<file path="src/rtl/touch_adc_pkg.sv">
// touch_adc_pkg: shared types and constants for the ADS7843-style touch
// responder.
//   state_t        responder frame FSM states
//   X/Y_CHAN_DEF   default A2..A0 codes selecting the X and Y measurements
//   DATA_BITS_*    reply lengths for 12-bit and 8-bit conversion modes
//   FLD_*          bit positions inside the stored control word
//                  {A2,A1,A0,MODE,PD1,PD0}; SER/DFR is not stored
package touch_adc_pkg;

  typedef enum logic [2:0] {
    IDLE,
    CTRL,
    BUSYW,
    BUSY,
    DATA
  } state_t;

  localparam logic [2:0] X_CHAN_DEF = 3'b101;
  localparam logic [2:0] Y_CHAN_DEF = 3'b001;

  localparam int unsigned DATA_BITS_12 = 12;
  localparam int unsigned DATA_BITS_8  = 8;

  // Control bits following the start bit: A2,A1,A0,MODE,SER,PD1,PD0.
  localparam int unsigned CTRL_BITS = 7;
  // Position (0-based, after the start bit) at which SER/DFR arrives.
  localparam int unsigned SER_INDEX = 4;

  localparam int unsigned FLD_A_MSB = 5;
  localparam int unsigned FLD_A_LSB = 3;
  localparam int unsigned FLD_MODE  = 2;
  localparam int unsigned FLD_PD1   = 1;
  localparam int unsigned FLD_PD0   = 0;

endpackage

</file>
<file path="src/rtl/touch_adc_responder_spi_in_sync.sv">
// spi_in_sync: brings the asynchronous SPI pins into the clk domain.
//   clk, reset     system clock, synchronous active-high reset
//   sclk           SPI clock pin   -> sclk_rise / sclk_fall single-cycle pulses
//   ss_n           chip select pin -> ss_n_sync (resets to deselected)
//   mosi           data pin        -> mosi_sync, aligned with the sclk pulses
module spi_in_sync #(
  parameter int unsigned SYNC_STAGES = 2
) (
  input  logic clk,
  input  logic reset,
  input  logic sclk,
  input  logic ss_n,
  input  logic mosi,
  output logic sclk_rise,
  output logic sclk_fall,
  output logic ss_n_sync,
  output logic mosi_sync
);

  logic [SYNC_STAGES-1:0] sclk_q;
  logic [SYNC_STAGES-1:0] ss_n_q;
  logic [SYNC_STAGES-1:0] mosi_q;
  logic                   sclk_prev;

  always_ff @(posedge clk) begin
    if (reset) begin
      sclk_q    <= '0;
      ss_n_q    <= '1;
      mosi_q    <= '0;
      sclk_prev <= 1'b0;
    end else begin
      sclk_q    <= {sclk_q[SYNC_STAGES-2:0], sclk};
      ss_n_q    <= {ss_n_q[SYNC_STAGES-2:0], ss_n};
      mosi_q    <= {mosi_q[SYNC_STAGES-2:0], mosi};
      sclk_prev <= sclk_q[SYNC_STAGES-1];
    end
  end

  // mosi runs through the same depth as sclk, so the value seen with a rise
  // pulse is the pin value at that SCLK edge.
  assign sclk_rise = sclk_q[SYNC_STAGES-1] & ~sclk_prev;
  assign sclk_fall = ~sclk_q[SYNC_STAGES-1] & sclk_prev;
  assign ss_n_sync = ss_n_q[SYNC_STAGES-1];
  assign mosi_sync = mosi_q[SYNC_STAGES-1];

endmodule

</file>
<file path="src/rtl/touch_adc_responder.sv">
// touch_adc_responder: device end of an ADS7843-compatible touch SPI link.
//   clk_clk, reset_reset   system clock (>= 8x SCLK), sync active-high reset
//   spi_sclk/ss_n/mosi     SPI mode 0 from the master, asynchronous
//   spi_miso, spi_miso_oe  reply data and its output enable
//   busy, penirq_n         conversion busy and pen interrupt, as the real part
//   pos_x, pos_y, pen_down position source from fabric
//   frame_done             one-cycle pulse once a reply has been shifted out
module touch_adc_responder
  import touch_adc_pkg::*;
#(
  parameter int unsigned SYNC_STAGES = 2,
  parameter logic [2:0]  X_CHAN      = X_CHAN_DEF,
  parameter logic [2:0]  Y_CHAN      = Y_CHAN_DEF
) (
  input  logic        clk_clk,
  input  logic        reset_reset,
  input  logic        spi_sclk,
  input  logic        spi_ss_n,
  input  logic        spi_mosi,
  output logic        spi_miso,
  output logic        spi_miso_oe,
  output logic        busy,
  output logic        penirq_n,
  input  logic [11:0] pos_x,
  input  logic [11:0] pos_y,
  input  logic        pen_down,
  output logic        frame_done
);

  logic sclk_rise;
  logic sclk_fall;
  logic ss_n_s;
  logic mosi_s;

  spi_in_sync #(
    .SYNC_STAGES(SYNC_STAGES)
  ) u_sync (
    .clk       (clk_clk),
    .reset     (reset_reset),
    .sclk      (spi_sclk),
    .ss_n      (spi_ss_n),
    .mosi      (spi_mosi),
    .sclk_rise (sclk_rise),
    .sclk_fall (sclk_fall),
    .ss_n_sync (ss_n_s),
    .mosi_sync (mosi_s)
  );

  state_t      state_q, state_d;
  logic [3:0]  cnt_q, cnt_d;
  logic [4:0]  ctrl_q, ctrl_d;
  logic [11:0] data_q, data_d;
  logic        mode8_q, mode8_d;
  logic [1:0]  pd_q, pd_d;
  logic        busy_q, busy_d;
  logic        miso_q, miso_d;
  logic        done_q, done_d;
  logic        oe_q;
  logic        penirq_q;

  logic [5:0]  kept;
  logic [2:0]  chan;
  logic [11:0] sel;
  logic [3:0]  nbits;

  always_comb begin
    state_d = state_q;
    cnt_d   = cnt_q;
    ctrl_d  = ctrl_q;
    data_d  = data_q;
    mode8_d = mode8_q;
    pd_d    = pd_q;
    busy_d  = busy_q;
    miso_d  = miso_q;
    done_d  = 1'b0;

    // Completed control word as it stands on the final (PD0) rise.
    kept  = {ctrl_q, mosi_s};
    chan  = kept[FLD_A_MSB:FLD_A_LSB];
    sel   = '0;
    nbits = mode8_q ? 4'(DATA_BITS_8) : 4'(DATA_BITS_12);

    if (ss_n_s) begin
      state_d = IDLE;
      cnt_d   = '0;
      busy_d  = 1'b0;
      miso_d  = 1'b0;
    end else begin
      unique case (state_q)
        IDLE: begin
          miso_d = 1'b0;
          if (sclk_rise && mosi_s) begin
            state_d = CTRL;
            cnt_d   = '0;
          end
        end
        CTRL: begin
          if (sclk_rise) begin
            // SER/DFR is clocked past but not stored.
            if (cnt_q != 4'(SER_INDEX)) ctrl_d = {ctrl_q[3:0], mosi_s};
            cnt_d = cnt_q + 4'd1;
            if (cnt_q == 4'(CTRL_BITS - 1)) begin
              if (chan == X_CHAN)      sel = pos_x;
              else if (chan == Y_CHAN) sel = pos_y;
              if (kept[FLD_MODE]) sel[3:0] = '0;
              data_d  = sel;
              mode8_d = kept[FLD_MODE];
              pd_d    = {kept[FLD_PD1], kept[FLD_PD0]};
              state_d = BUSYW;
            end
          end
        end
        BUSYW: begin
          if (sclk_fall) begin
            busy_d  = 1'b1;
            state_d = BUSY;
          end
        end
        BUSY: begin
          if (sclk_fall) begin
            busy_d  = 1'b0;
            miso_d  = data_q[11];
            data_d  = {data_q[10:0], 1'b0};
            cnt_d   = 4'd1;
            state_d = DATA;
          end
        end
        DATA: begin
          if (sclk_fall) begin
            if (cnt_q == nbits) begin
              miso_d  = 1'b0;
              done_d  = 1'b1;
              cnt_d   = '0;
              state_d = IDLE;
            end else begin
              miso_d = data_q[11];
              data_d = {data_q[10:0], 1'b0};
              cnt_d  = cnt_q + 4'd1;
            end
          end
        end
        default: state_d = IDLE;
      endcase
    end
  end

  always_ff @(posedge clk_clk) begin
    if (reset_reset) begin
      state_q  <= IDLE;
      cnt_q    <= '0;
      ctrl_q   <= '0;
      data_q   <= '0;
      mode8_q  <= 1'b0;
      pd_q     <= '0;
      busy_q   <= 1'b0;
      miso_q   <= 1'b0;
      done_q   <= 1'b0;
      oe_q     <= 1'b0;
      penirq_q <= 1'b1;
    end else begin
      state_q  <= state_d;
      cnt_q    <= cnt_d;
      ctrl_q   <= ctrl_d;
      data_q   <= data_d;
      mode8_q  <= mode8_d;
      pd_q     <= pd_d;
      busy_q   <= busy_d;
      miso_q   <= miso_d;
      done_q   <= done_d;
      oe_q     <= ~ss_n_s;
      penirq_q <= ~(pen_down & ~pd_q[0] & (state_q == IDLE || state_q == CTRL));
    end
  end

  assign spi_miso    = miso_q;
  assign spi_miso_oe = oe_q;
  assign busy        = busy_q;
  assign penirq_n    = penirq_q;
  assign frame_done  = done_q;

endmodule

</file>
<file path="config.mk">
export PLATFORM = sky130hd
export DESIGN_NAME = touch_adc_responder
export DESIGN_NICKNAME = d
export VERILOG_FILES = /design/src/rtl/touch_adc_pkg.sv /design/src/rtl/touch_adc_responder_spi_in_sync.sv /design/src/rtl/touch_adc_responder.sv
export SDC_FILE = /design/constraint.sdc
export NUM_CORES = 1
export LEC_CHECK = 0
export CAP_MARGIN = 20
export CORE_MARGIN = 5
export CORE_UTILIZATION = 45
export DETAILED_ROUTE_END_ITERATION = 8
export PLACE_DENSITY = 0.72
export SYNTH_ARGS = -nofsm -noshare
export SYNTH_HDL_FRONTEND = slang
export SYNTH_SLANG_ARGS = --single-unit
</file>
<file path="constraint.sdc">
create_clock -name clk_clk -period 2 [get_ports clk_clk]
set_input_delay 0.6 -clock clk_clk [delete_from_list [all_inputs] [get_ports clk_clk]]
set_output_delay 0.6 -clock clk_clk [all_outputs]
set_load 0.05 [all_outputs]
</file>
---- Word level (Yosys, flattened, before mapping) ----
Index checks and enable logic that the tools add are counted.
storage, ports and cells
  register bits after elaboration ......... 38
  input bits .............................. 30
  output and inout bits ................... 5
  logic and storage cells ................. 92
cells by class
  $add $sub $neg .......................... 1
  eq/ne operators ......................... 17
  muxes and demuxes ....................... 32
  bitwise operators ....................... 11
  reductions and logical operators ........ 16
operators by type and width
  cell                 number
  $mux 12              7
  $pmux 12 s3          1
  $mux 3               8
  $mux 4               6
  $ne 2x2->1 const B   8
  $pmux 4 s4           1
  $pmux 3 s5           1
  $reduce_and 7->1     2
  $reduce_and 4->1     2
  $not 1->1            7
  $eq 3x1->1 const B   2
  $eq 3x2->1 const B   2
  $eq 3x3->1 const B   2
  $mux 1               6
  $reduce_and 3->1     2
  $reduce_bool 3->1    2
  $reduce_and 5->1     1
  $add 4x1->4 const B  1
  $and 1x1->1          4
  $eq 4x3->1 const B   1
  $eq 4x4->1           1
  $ne 4x3->1 const B   1
  $reduce_bool 4->1    1
  $reduce_or 4->1      1
  7 further kinds      7

---- Longest topological paths before layout ----
Gate-level depths: netlist (run 1).
  depth in word-level cells ............... 7
  depth in mapped cells ................... 8
  depth with buffers taken out ............ 7

---- Modules after synthesis ----
Synthesis (run 1) repeated with hierarchy kept, for this count alone.
second synthesis, totals
  cell total of the unflattened synthesis .. 211
  area total of the unflattened synthesis .. 1900.6 um^2
modules (own cells, without submodules)
  module               instances  cells an instance  area each (um^2)  seq. area each (um^2)
  touch_adc_responder  1          195                1704.1            620.6
  spi_in_sync          1          16                 196.4             140.1

---- Worst setup path before layout (run 1) ----
OpenSTA, ideal clock, no wires.
  kind .................................... reg2reg
  from .................................... register state_q[1]
  to ...................................... register data_q[2]
  setup time .............................. 115 ps
  arrival ................................. 1811 ps
  required time ........................... 1885 ps
  slack ................................... 74 ps
  stages on the path, launching flop included .. 8
  path buffers ............................ 2
  cells stage by stage .................... dfxtp_1 buf_2 or3b_1 a311o_1 a32oi_2 buf_6 a31oi_1 o21a_1
between the ends
  word-level cells in the longest chain between the ends .. 3
RTL lines
  what                                                              RTL line                    source
  start: declaration                                                touch_adc_responder.sv:49   state_t state_q, state_d;
  start signal: assignment                                          touch_adc_responder.sv:161  state_q <= state_d;
  $eq 3x3->1, or another cell as far along                          touch_adc_responder.sv:89   unique case (state_q)
  $ne 2x2->1 (no line) / $reduce_bool 3->1 (equally long branches)  -
  $reduce_and 7->1 (no line)                                        -
  end signal: assignment                                            touch_adc_responder.sv:164  data_q <= data_d;
  end: declaration                                                  touch_adc_responder.sv:52   logic [11:0] data_q, data_d;
Several ways; a longest one is shown, not always the timed one.
A chain may end at the register's enable or synchronous reset.

---- Worst setup path after layout (run 1) ----
  from .................................... register state_q[1]
  to ...................................... register data_q[10]
Same word-level chain as after synthesis.

==> flow_summary.toml, run 1 <==
[global_routing]
grtUsageTotal_pct = 15.89
grt_max_degree = 25
antenna_found_initial = 0
grt_pass1_wl_um = 7859
overflow = 0
first_global_vias = 1725

[routing]
viasPerCell = 5.643
wire_per_inst_um = 14.56
drt-pass1-iter-count = 4
drc = 0
ant_nets = 0
drt_iter0_drc = 217
dr_total_vias = 1851
wl_um = 4775

[layout]
final_core_util_pct = 61.74
syn_to_final_growth_pct = 34.71
seq_area_sq_um = 760.7
multi_input_area_sq_um = 1139
mostFrequentLayoutCell = "dfxtp_1"
design_area_sq_um = 2651
fin_cells = 328
fin_nets = 308
layout-drive-gt1-share_pct = 19.93
mostFrequentLayoutCells = "dfxtp_1, clkdlybuf4s50_1, buf_4"
fillCellCount = 396
antenna_cells = 0

[worst_setup_path]
worstPathCellList = "or3b_4 > a311o_1 > a32oi_4 > buf_12 > nor2_2 > a211oi_2"
endpoint = "data_q[10]"
crit_type = "reg2reg"
path_buf_inv = 1
path_delay_family = "compound AO/OA/AOI/OAI gates"
crit_required_ps = 2210
rrSetupSlack_ps = 100
cp_slowest_cell = "or3b_4"
cp.depth = 6
cpPeakStageDelay_ps = 420
reg2reg_depth = 6
critPathArrivalTime_ps = 2100
timing.rr.start = "state_q[1]"
reg2reg_to = "data_q[10]"
endpoint_kind = "flop"
crit_path_start = "state_q[1]"
critPathLaunchType = "flop"
critPathMaxFanout = 12

[sta]
tightestPinTransition_ps = 532.9
finalHoldViolCount = 0
setup_violations = 0
fmax_ghz = 0.5276
relSlewSlack_pct = 64.23
skew_ps = 3.669
fin_crit_sh_pct = 94.77
timing.hold.ws_ps = 413.3
min_period_ps = 1895
maxSlewViolCount = 0

[synth]
synth_area_sq_um = 1968
synthTopCellsByArea = "dfxtp_1, mux2i_1, nor3_1"
synth_top_cell_area_share_pct = 38.65
synthCells = 227
yosys_most_used_dff = "dfxtp_1"
synth_largest_area_cell = "dfxtp_1"
yosys_register_bits = 38
yosysSeqAreaShare_pct = 38.65
ys.warnings.count = 0
syn_nets = 260
yosysUniqueCellTypes = 49
async_flop_share_pct = 0
avgSynthCellArea_sq_um = 8.670
synth_edf_count = 0

[clock_tree]
clock_path_buffers = 2
cts_tree = "yes"
clock-root-buffer = "clkbuf_8"
clkTransAtPathRegs_ps = 80
htreeDepth = 2
clk_latency_ps = 290
postCtsSetupRepairBufs = 0
cts_made_buffers = 5
clock_sinks = 38

[floorplanning]
rows = 24
ios = 35
die_area_sq_um = 5797
initial_core_util_pct = 45.83
core-area_sq_um = 4294
die_w_um = 76.14
die_h_um = 76.14

[hold_path]
worstHoldPathCells = 1
hp-class = "reg2reg"
worst_hold_startpoint = "u_sync.ss_n_q[0]"

[power_and_ir_drop]
p_total_uw = 1526
p_leak_uw = 0.0009600
peakVddDrop_mv = 0.4345
power-per-cell-area_nw_per_um2 = 575.6

[outcome]
outcome = "complete, no violations"

[placement]
placed_area_sq_um = 2477
dp_cells = 319
hpwl_um = 3489
routabilityCongestion = 0.9203
port_buffers = 34

[flow_run]
maxCapViolCount = 0
worst min path at each step:
| stage | endpoint |
|---|---|
| 6_report | u_sync.ss_n_q[1] |
| 5_1_grt | u_sync.ss_n_q[1] |
| 4_1_cts | u_sync.ss_n_q[1] |
| 3_5_place_dp | u_sync.ss_n_q[1] |
| 3_3_place_gp | u_sync.ss_n_q[1] |
| 2_1_floorplan | u_sync.ss_n_q[1] |
stage by stage:
step           setup slack, ps  TNS, ps
6_report                 104.6        0
5_1_grt                 -3.005   -3.005
4_1_cts                  49.37        0
3_5_place_dp             38.80        0
3_3_place_gp             54.04        0
2_1_floorplan            74.48        0
state kept, by name, summed over array words and instances (netlist names), 2 cells and up:
register	count
cnt_q	4
ctrl_q	5
data_q	12
state_q	3
u_sync.mosi_q	2
u_sync.sclk_q	2
u_sync.ss_n_q	2
cell type report:
| type | count | share of cell area [%] |
|---|---|---|
| Sequential cell | 38 | 28.69 |
| Tap cell | 52 | 2.454 |
| Multi-Input combinational cell | 165 | 42.94 |
| Clock inverter | 3 | 1.699 |
| Clock buffer | 5 | 2.596 |
| Inverter | 8 | 1.133 |
| Timing Repair Buffer | 57 | 20.48 |
cells in the mapped netlist (all sizes together) (7+ instances only):
cell type  count
a211oi         9
nand2         13
nor2b          8
mux2i         18
a21oi         12
nor2          19
nor3          13
inv            7
o21ai          8
clkbuf        10
dfxtp         38
where the power goes:
part | switching (uW) | total (uW) | internal (uW) | leakage [uW]
combinational | 37.0 | 107 | 69.8 | 0.000602
clock | 281 | 652 | 371 | 0.0000504
sequential | 4.03 | 768 | 764 | 0.000308
total | 322 | 1530 | 1200 | 0.000960
per-layer routing:
metal | vias up | track usage [%] | part of all wire [%]
li1 | 932 | - | -
met2 | 45 | 25.43 | 49
met3 | 5 | 3.310 | 4.8
met4 | 0 | 4.196 | 1.0
met5 | - | 0 | 0
met1 | 869 | 21.64 | 46
timing repair:
item	CTS	global route
resized for setup	0	8
setup endpoints to repair	0	14
hold buffers	0	0
kinds of logic (layout without fill, tap and decap cells):
kind of cell	count (synthesis)	count (layout)	synth area share, %
adder cells (fa/ha/maj)	3	3	1.907
flip-flops	38	38	38.65
multiplexers	18	18	9.154
buffers and inverters	24	73	5.277
AO/OA/AOI/OAI	55	55	20.41
AND/OR/NAND/NOR	88	88	24.16
XOR/XNOR	1	1	0.4451
Note: power is estimated with default switching activity, not from simulation.
==> run 2: changes to the inputs <==
SKIP_CTS_REPAIR_TIMING = 1   (was not set)
==> results of run 2 <==
Final layout, timing and power as in run 1 (identical DEF).
